--- config.mk ---
export PLATFORM = sky130hd
export DESIGN_NAME = pwm_tone_mixer
export DESIGN_NICKNAME = d
export VERILOG_FILES = /design/src/rtl/tone_pkg.sv /design/src/rtl/tone_channel.sv /design/src/rtl/pwm_tone_mixer.sv
export SDC_FILE = /design/constraint.sdc
export NUM_CORES = 1
export LEC_CHECK = 0
export ABC_AREA = 1
export CORE_AREA = 2 2 125 127
export CTS_CLUSTER_SIZE = 14
export DETAILED_ROUTE_END_ITERATION = 16
export DIE_AREA = 0 0 127 129
export GPL_ROUTABILITY_DRIVEN = 0
export PLACE_DENSITY = 0.71
export RECOVER_POWER = 50
export SKIP_LAST_GASP = 1
export SYNTH_ARGS = -nofsm -noshare
export SYNTH_HDL_FRONTEND = slang
export SYNTH_SLANG_ARGS = --single-unit
--- constraint.sdc ---
create_clock -name clk -period 5.29 [get_ports clk]
set_clock_uncertainty 0.2 [all_clocks]
set_input_delay 0.7935 -clock clk [delete_from_list [all_inputs] [get_ports clk]]
set_output_delay 0.7935 -clock clk [all_outputs]
set_load 0.01 [all_outputs]
--- src/rtl/tone_pkg.sv ---
// Shared types and constants for the multi-channel PWM tone mixer.
package tone_pkg;

  typedef enum logic {CH_IDLE, CH_PLAY} ch_state_t;

  // Half-period counts in clk cycles for a 50 MHz clock.
  typedef logic [18:0] note_t;
  localparam note_t DNOTEL = 19'd170265; // D3
  localparam note_t ENOTE  = 19'd151685; // E3
  localparam note_t FNOTE  = 19'd143172; // F3
  localparam note_t GNOTE  = 19'd127551; // G3
  localparam note_t ANOTE  = 19'd113636; // A3
  localparam note_t BNOTE  = 19'd101239; // B3
  localparam note_t CNOTE  = 19'd95556;  // C4
  localparam note_t DNOTE  = 19'd85131;  // D4
  localparam note_t LOW    = 19'd454545; // 55 Hz game-over drone

  // 1 ms duration tick at 50 MHz.
  localparam int unsigned DEFAULT_TICK_DIV = 50000;

endpackage

--- src/rtl/tone_channel.sv ---
// One tone voice: accepts a note over valid/ready, plays a square wave
// for a number of duration ticks, then returns to idle.
module tone_channel
  import tone_pkg::*;
#(
  parameter int unsigned PERIOD_W = 19,
  parameter int unsigned DUR_W    = 8
) (
  input  logic                clk,
  input  logic                nrst,
  input  logic                enable,
  input  logic                tick,
  input  logic                req_valid,
  output logic                req_ready,
  input  logic [PERIOD_W-1:0] req_period,
  input  logic [DUR_W-1:0]    req_dur,
  output logic                busy,
  output logic                level
);

  ch_state_t           state, state_next;
  logic [PERIOD_W-1:0] period;
  logic [PERIOD_W-1:0] phase;
  logic [DUR_W-1:0]    dur;
  logic                load;
  logic                done;

  // A zero-duration request is accepted but consumed as a no-op.
  assign load = req_valid && req_ready && (req_dur != '0);
  // tick already carries enable, so a frozen channel never finishes.
  assign done = (state == CH_PLAY) && tick && (dur == DUR_W'(1));

  // State register.
  always_ff @(posedge clk or negedge nrst) begin
    if (!nrst) state <= CH_IDLE;
    else       state <= state_next;
  end

  // Next-state logic.
  always_comb begin
    state_next = state;
    case (state)
      CH_IDLE: if (load) state_next = CH_PLAY;
      CH_PLAY: if (done) state_next = CH_IDLE;
      default: state_next = CH_IDLE;
    endcase
  end

  // Handshake and status outputs.
  always_comb begin
    req_ready = (state == CH_IDLE) && enable;
    busy      = (state == CH_PLAY);
  end

  // Note datapath: phase/level square wave and remaining duration.
  always_ff @(posedge clk or negedge nrst) begin
    if (!nrst) begin
      period <= '0;
      phase  <= '0;
      dur    <= '0;
      level  <= 1'b0;
    end else if (load) begin
      period <= req_period;
      dur    <= req_dur;
      phase  <= '0;
      level  <= 1'b0;
    end else if ((state == CH_PLAY) && enable) begin
      if (done) begin
        phase <= '0;
        level <= 1'b0;
      end else begin
        if (tick) dur <= dur - DUR_W'(1);
        if (period == '0) begin
          phase <= '0;
          level <= 1'b0;
        end else if (phase == period - PERIOD_W'(1)) begin
          phase <= '0;
          level <= ~level;
        end else begin
          phase <= phase + PERIOD_W'(1);
        end
      end
    end
  end

endmodule

--- src/rtl/pwm_tone_mixer.sv ---
// Multi-channel tone generator: shared duration prescaler, NUM_CH tone
// channels, and a popcount PWM mixer driving one speaker pin.
module pwm_tone_mixer
  import tone_pkg::*;
#(
  parameter int unsigned NUM_CH   = 2,
  parameter int unsigned PERIOD_W = 19,
  parameter int unsigned DUR_W    = 8,
  parameter int unsigned TICK_DIV = DEFAULT_TICK_DIV
) (
  input  logic                       clk,
  input  logic                       nrst,
  input  logic                       enable,
  input  logic                       mute,
  input  logic [NUM_CH-1:0]          req_valid,
  output logic [NUM_CH-1:0]          req_ready,
  input  logic [NUM_CH*PERIOD_W-1:0] req_period,
  input  logic [NUM_CH*DUR_W-1:0]    req_dur,
  output logic [NUM_CH-1:0]          busy,
  output logic                       tick_o,
  output logic                       out
);

  localparam int unsigned CNT_W = $clog2(TICK_DIV);
  localparam int unsigned SUM_W = $clog2(NUM_CH + 1);

  logic [CNT_W-1:0]  cnt;
  logic              tick;
  logic [NUM_CH-1:0] level;
  logic [SUM_W-1:0]  sum;
  logic [SUM_W-1:0]  carrier;

  // Duration prescaler: 0..TICK_DIV-1, frozen while disabled.
  always_ff @(posedge clk or negedge nrst) begin
    if (!nrst) begin
      cnt <= '0;
    end else if (enable) begin
      if (cnt == CNT_W'(TICK_DIV - 1)) cnt <= '0;
      else                             cnt <= cnt + CNT_W'(1);
    end
  end

  assign tick   = enable && (cnt == CNT_W'(TICK_DIV - 1));
  assign tick_o = tick;

  for (genvar g = 0; g < NUM_CH; g++) begin : g_ch
    tone_channel #(
      .PERIOD_W (PERIOD_W),
      .DUR_W    (DUR_W)
    ) u_ch (
      .clk        (clk),
      .nrst       (nrst),
      .enable     (enable),
      .tick       (tick),
      .req_valid  (req_valid[g]),
      .req_ready  (req_ready[g]),
      .req_period (req_period[g*PERIOD_W +: PERIOD_W]),
      .req_dur    (req_dur[g*DUR_W +: DUR_W]),
      .busy       (busy[g]),
      .level      (level[g])
    );
  end

  // Count of channels currently driving a high level.
  always_comb begin
    sum = '0;
    for (int unsigned i = 0; i < NUM_CH; i++) begin
      sum = sum + SUM_W'(level[i]);
    end
  end

  // PWM carrier 0..NUM_CH-1; stays at 0 when NUM_CH is 1.
  always_ff @(posedge clk or negedge nrst) begin
    if (!nrst) begin
      carrier <= '0;
    end else if (enable) begin
      if (carrier == SUM_W'(NUM_CH - 1)) carrier <= '0;
      else                               carrier <= carrier + SUM_W'(1);
    end
  end

  // Registered speaker output.
  always_ff @(posedge clk or negedge nrst) begin
    if (!nrst) out <= 1'b0;
    else       out <= (carrier < sum) && enable && !mute;
  end

endmodule

==> qor.tcl <==
set qor(outcome) {finished with violations}
set qor(failed_checks) {max-capacitance violations, max-slew violations}
set qor(cts_buffers) 17
set qor(hold_violations) 0
set qor(setup_tns_ns) 0
set qor(detail-route-antenna-nets) 0
set qor(post-route-util) 0.588
set qor(cp-end-kind) {primary output}
set qor(grt_max_degree) 83
set qor(power_density_nw_per_um2) 293
set qor(maxCapViolCount) 2
set qor(cp_max_fo) 12
set qor(core_area_um2) 15000
set qor(rr_startpoint) {g_ch[1].u_ch.period[0]$_DFFE_PN0P_}
set qor(synth.top_cells.by_count) {nand2_1 (274), inv_1 (119), dfrtp_1 (115)}
set qor(worstSkewPairLatency_ns) 0.42
set qor(fin_nets) 1154
set qor(antenna_cells_inserted) 0
set qor(ys_ff_latch) 115
set qor(timing.critical_path.max_delay_family) {buffers and inverters}
set qor(grt_antenna_before_repair) 0
set qor(net_count_of_the_mapped_netlist) 1092
set qor(worst_pin_slew_ns) 2.07
set qor(async_reset_ff_frac) 1.00
set qor(post_cts.repair.setup_buffers) 0
set qor(root_driver) {clkbuf_16}
set qor(synth.yosys.warnings) 0
set qor(place.port_buffers) 65
set qor(max-clock-path-buffers) 2
set qor(pin_count) 66
set qor(ctsResizeCount) 0
set qor(finalCriticalPeriod_ns) 3.85
set qor(crit_chain) {dlygate4sd3_1 > inv_1 > nor2_1 > clkdlybuf4s50_1}
set qor(routed_wl_um) 16900
set qor(cts-hold-fix-buffers) 0
set qor(final.fill_count) 1395
set qor(setup-violations-final) 0
set qor(critical_path.slowest_cell) {dlygate4sd3_1}
set qor(synth_top_cells_by_area) {dfrtp_1 (38%), nand2_1 (14%), inv_1 (6.0%), xor2_1 (5.6%), nor2_1 (5.3%)}
set qor(hold_start) {carrier[0]$_DFFE_PN0P_}
set qor(final.period_utilization) 0.728
set qor(remaining_drc_errors) 0
set qor(synthesis.area_per_instance_um2) 7.33
set qor(effective_utilization_at_floorplan) 0.500
set qor(drt-pass1-iter-count) 4
set qor(static-leakage-power_nw) 4.31
set qor(fp.dieH_um) 129
set qor(rows) 45
set qor(routed_wire_length_per_instance_um) 13.2
set qor(setup.worst_path.start) {enable}
set qor(grt_first_pass_wirelength_um) 29200
set qor(detailedPlacementHpwl_um) 12500
set qor(route.detailed.vias_per_inst) 5.06
set qor(fp.dieArea_um2) 16400
set qor(grt_overflow) 0
set qor(drive_gt1_frac) 0.106
set qor(required_ns) 4.30
set qor(synth.yosys.seq_area_share) 0.384
set qor(htreeDepth) 4
set qor(drv_slew) 118
set qor(relSlewSlack) -0.381
set qor(vdd.ir_drop.worst_mv) 0.230
set qor(yosysMostFrequentCell) {nand2_1}
set qor(cts_tree) {built}
set qor(mappedNetlistArea_um2) 7480
set qor(start_kind) {primary input}
set qor(slowest_delay_ns) 0.83
set qor(synth.lib_cells_used.distinct) 48
set qor(clock.fmax_mhz) 260
set qor(cts.sink_count) 115
set qor(fin_worst_hold_slack_ns) 0.305
set qor(cell_taking_the_most_area_after_synthesis) {dfrtp_1}
set qor(globalRouteTotalUtil) 0.221
set qor(synth_enable_flop_cells) 0
set qor(synth.top_cell.area_share) 0.384
set qor(drt_iter0_drc) 372
set qor(dr_total_vias) 6495
set qor(rsz0062_at_grt) {no}
set qor(clkTransAtPathRegs_ns) 0.05
set qor(first_global_vias) 6237
set qor(crit_buf_inv) 3
set qor(crit_arrival_ns) 2.86
set qor(setup.worst_path.class) {primary input to primary output}
set qor(hold_path.class) {register to register}
set qor(die_width_um) 127
set qor(most_common_flop_cell_mapped_by_yosys) {dfrtp_1}
set qor(area_growth_pct) 17.6
set qor(synth_cells) 1021
cell type report:
class	instances	area, um^2	share of cell area
multi-input combinational	746	3940	0.447
clock buffer	27	513	0.0583
inverter	135	507	0.0576
sequential	115	2880	0.327
timing repair buffer	68	664	0.0755
tap	188	235	0.0267
clock inverter	4	70.1	0.00796
state kept, by name, indices dropped and copies added (netlist names):
name              flops
cnt                  16
g_ch.u_ch.period     38
carrier               2
g_ch.u_ch.phase      38
out                   1
g_ch.u_ch.level       2
g_ch.u_ch.dur        16
g_ch.u_ch.busy        2
worst paths after layout:
kind	to	slack, ns	depth (start not counted)
max in group asynchronous	cnt[1]$_DFFE_PN0P_	1.63	2
min	carrier[0]$_DFFE_PN0P_	0.30	1
max reg2reg	g_ch[1].u_ch.level$_DFFE_PN0P_	2.50	13
max	tick_o	1.44	4
min reg2reg	carrier[0]$_DFFE_PN0P_	0.30	1
min in group asynchronous	g_ch[0].u_ch.period[7]$_DFFE_PN0P_	0.74	1
power by group:
part           leakage, nW  switching [mW]  internal, mW
Sequential            1.30          0.0987         0.967
Clock                0.287           0.380         0.751
Combinational         2.72           0.212         0.173
layer usage:
layer,vias up,part of all wire,track usage
met1,2985,0.49,0.305
met4,0,0.018,0.0743
met3,24,0.036,0.0449
met2,116,0.45,0.352
li1,3370,-,-
met5,-,0,0
stage by stage:
step	area, um^2	std cells	setup slack, ns	power, mW
2_1_floorplan	7480	1021	3.01	1.32
3_3_place_gp	8230	1252	1.58	1.45
3_5_place_dp	8230	1252	1.52	1.46
4_1_cts	8810	1283	1.53	2.61
5_1_grt	8800	1283	0.899	2.71
6_report	8800	1283	1.44	2.58
worst reg2reg max path: stages, from the launching register on:
cell and delay, ns:
dfrtp_1 0.42, inv_2 0.12, ha_1 0.23, nand2_2 0.10, nor2_2 0.15, nand2_1 0.09, nor2_1 0.13, nand4_1 0.15
nor4_1 0.45, nor2_1 0.10, nand2_2 0.34, nand2_1 0.09, nand2_1 0.07, nand2_1 0.04
cells in the final DEF, fill, tap and decap left out, types with 3 or more instances in the layout:
cell | netlist | routed
ha_1 | 11 | 11
a31oi_1 | 3 | 3
clkdlybuf4s50_1 | 0 | 63
nor2_2 | 18 | 18
xor2_1 | 48 | 48
nand2_4 | 4 | 4
nand3b_1 | 8 | 8
nand3_2 | 4 | 4
clkbuf_16 | 0 | 17
clkbuf_8 | 0 | 5
inv_2 | 14 | 14
nand2_1 | 274 | 274
a21oi_2 | 9 | 9
a21oi_1 | 23 | 23
nor3_1 | 21 | 21
o21ai_2 | 6 | 6
nand4_1 | 23 | 23
nor2_4 | 8 | 8
o21ai_1 | 16 | 16
inv_1 | 119 | 119
xnor2_1 | 12 | 12
o21ai_0 | 51 | 51
nor2_1 | 106 | 106
nand3_1 | 60 | 60
clkbuf_1 | 9 | 6
nand2_2 | 14 | 14
dfrtp_1 | 115 | 115
nor4_1 | 5 | 5
cells by family (layout without fill, tap and decap cells):
| group | count (synthesis) | in the layout | share of synthesized area |
|---|---|---|---|
| simple gates | 554 | 554 | 0.337 |
| fa+ha+maj | 11 | 11 | 0.0184 |
| compound gates | 119 | 119 | 0.0941 |
| flops | 115 | 115 | 0.384 |
| buf+inv | 160 | 234 | 0.0894 |
| xor+xnor | 62 | 62 | 0.0762 |
(Power assumes the default switching activity.)
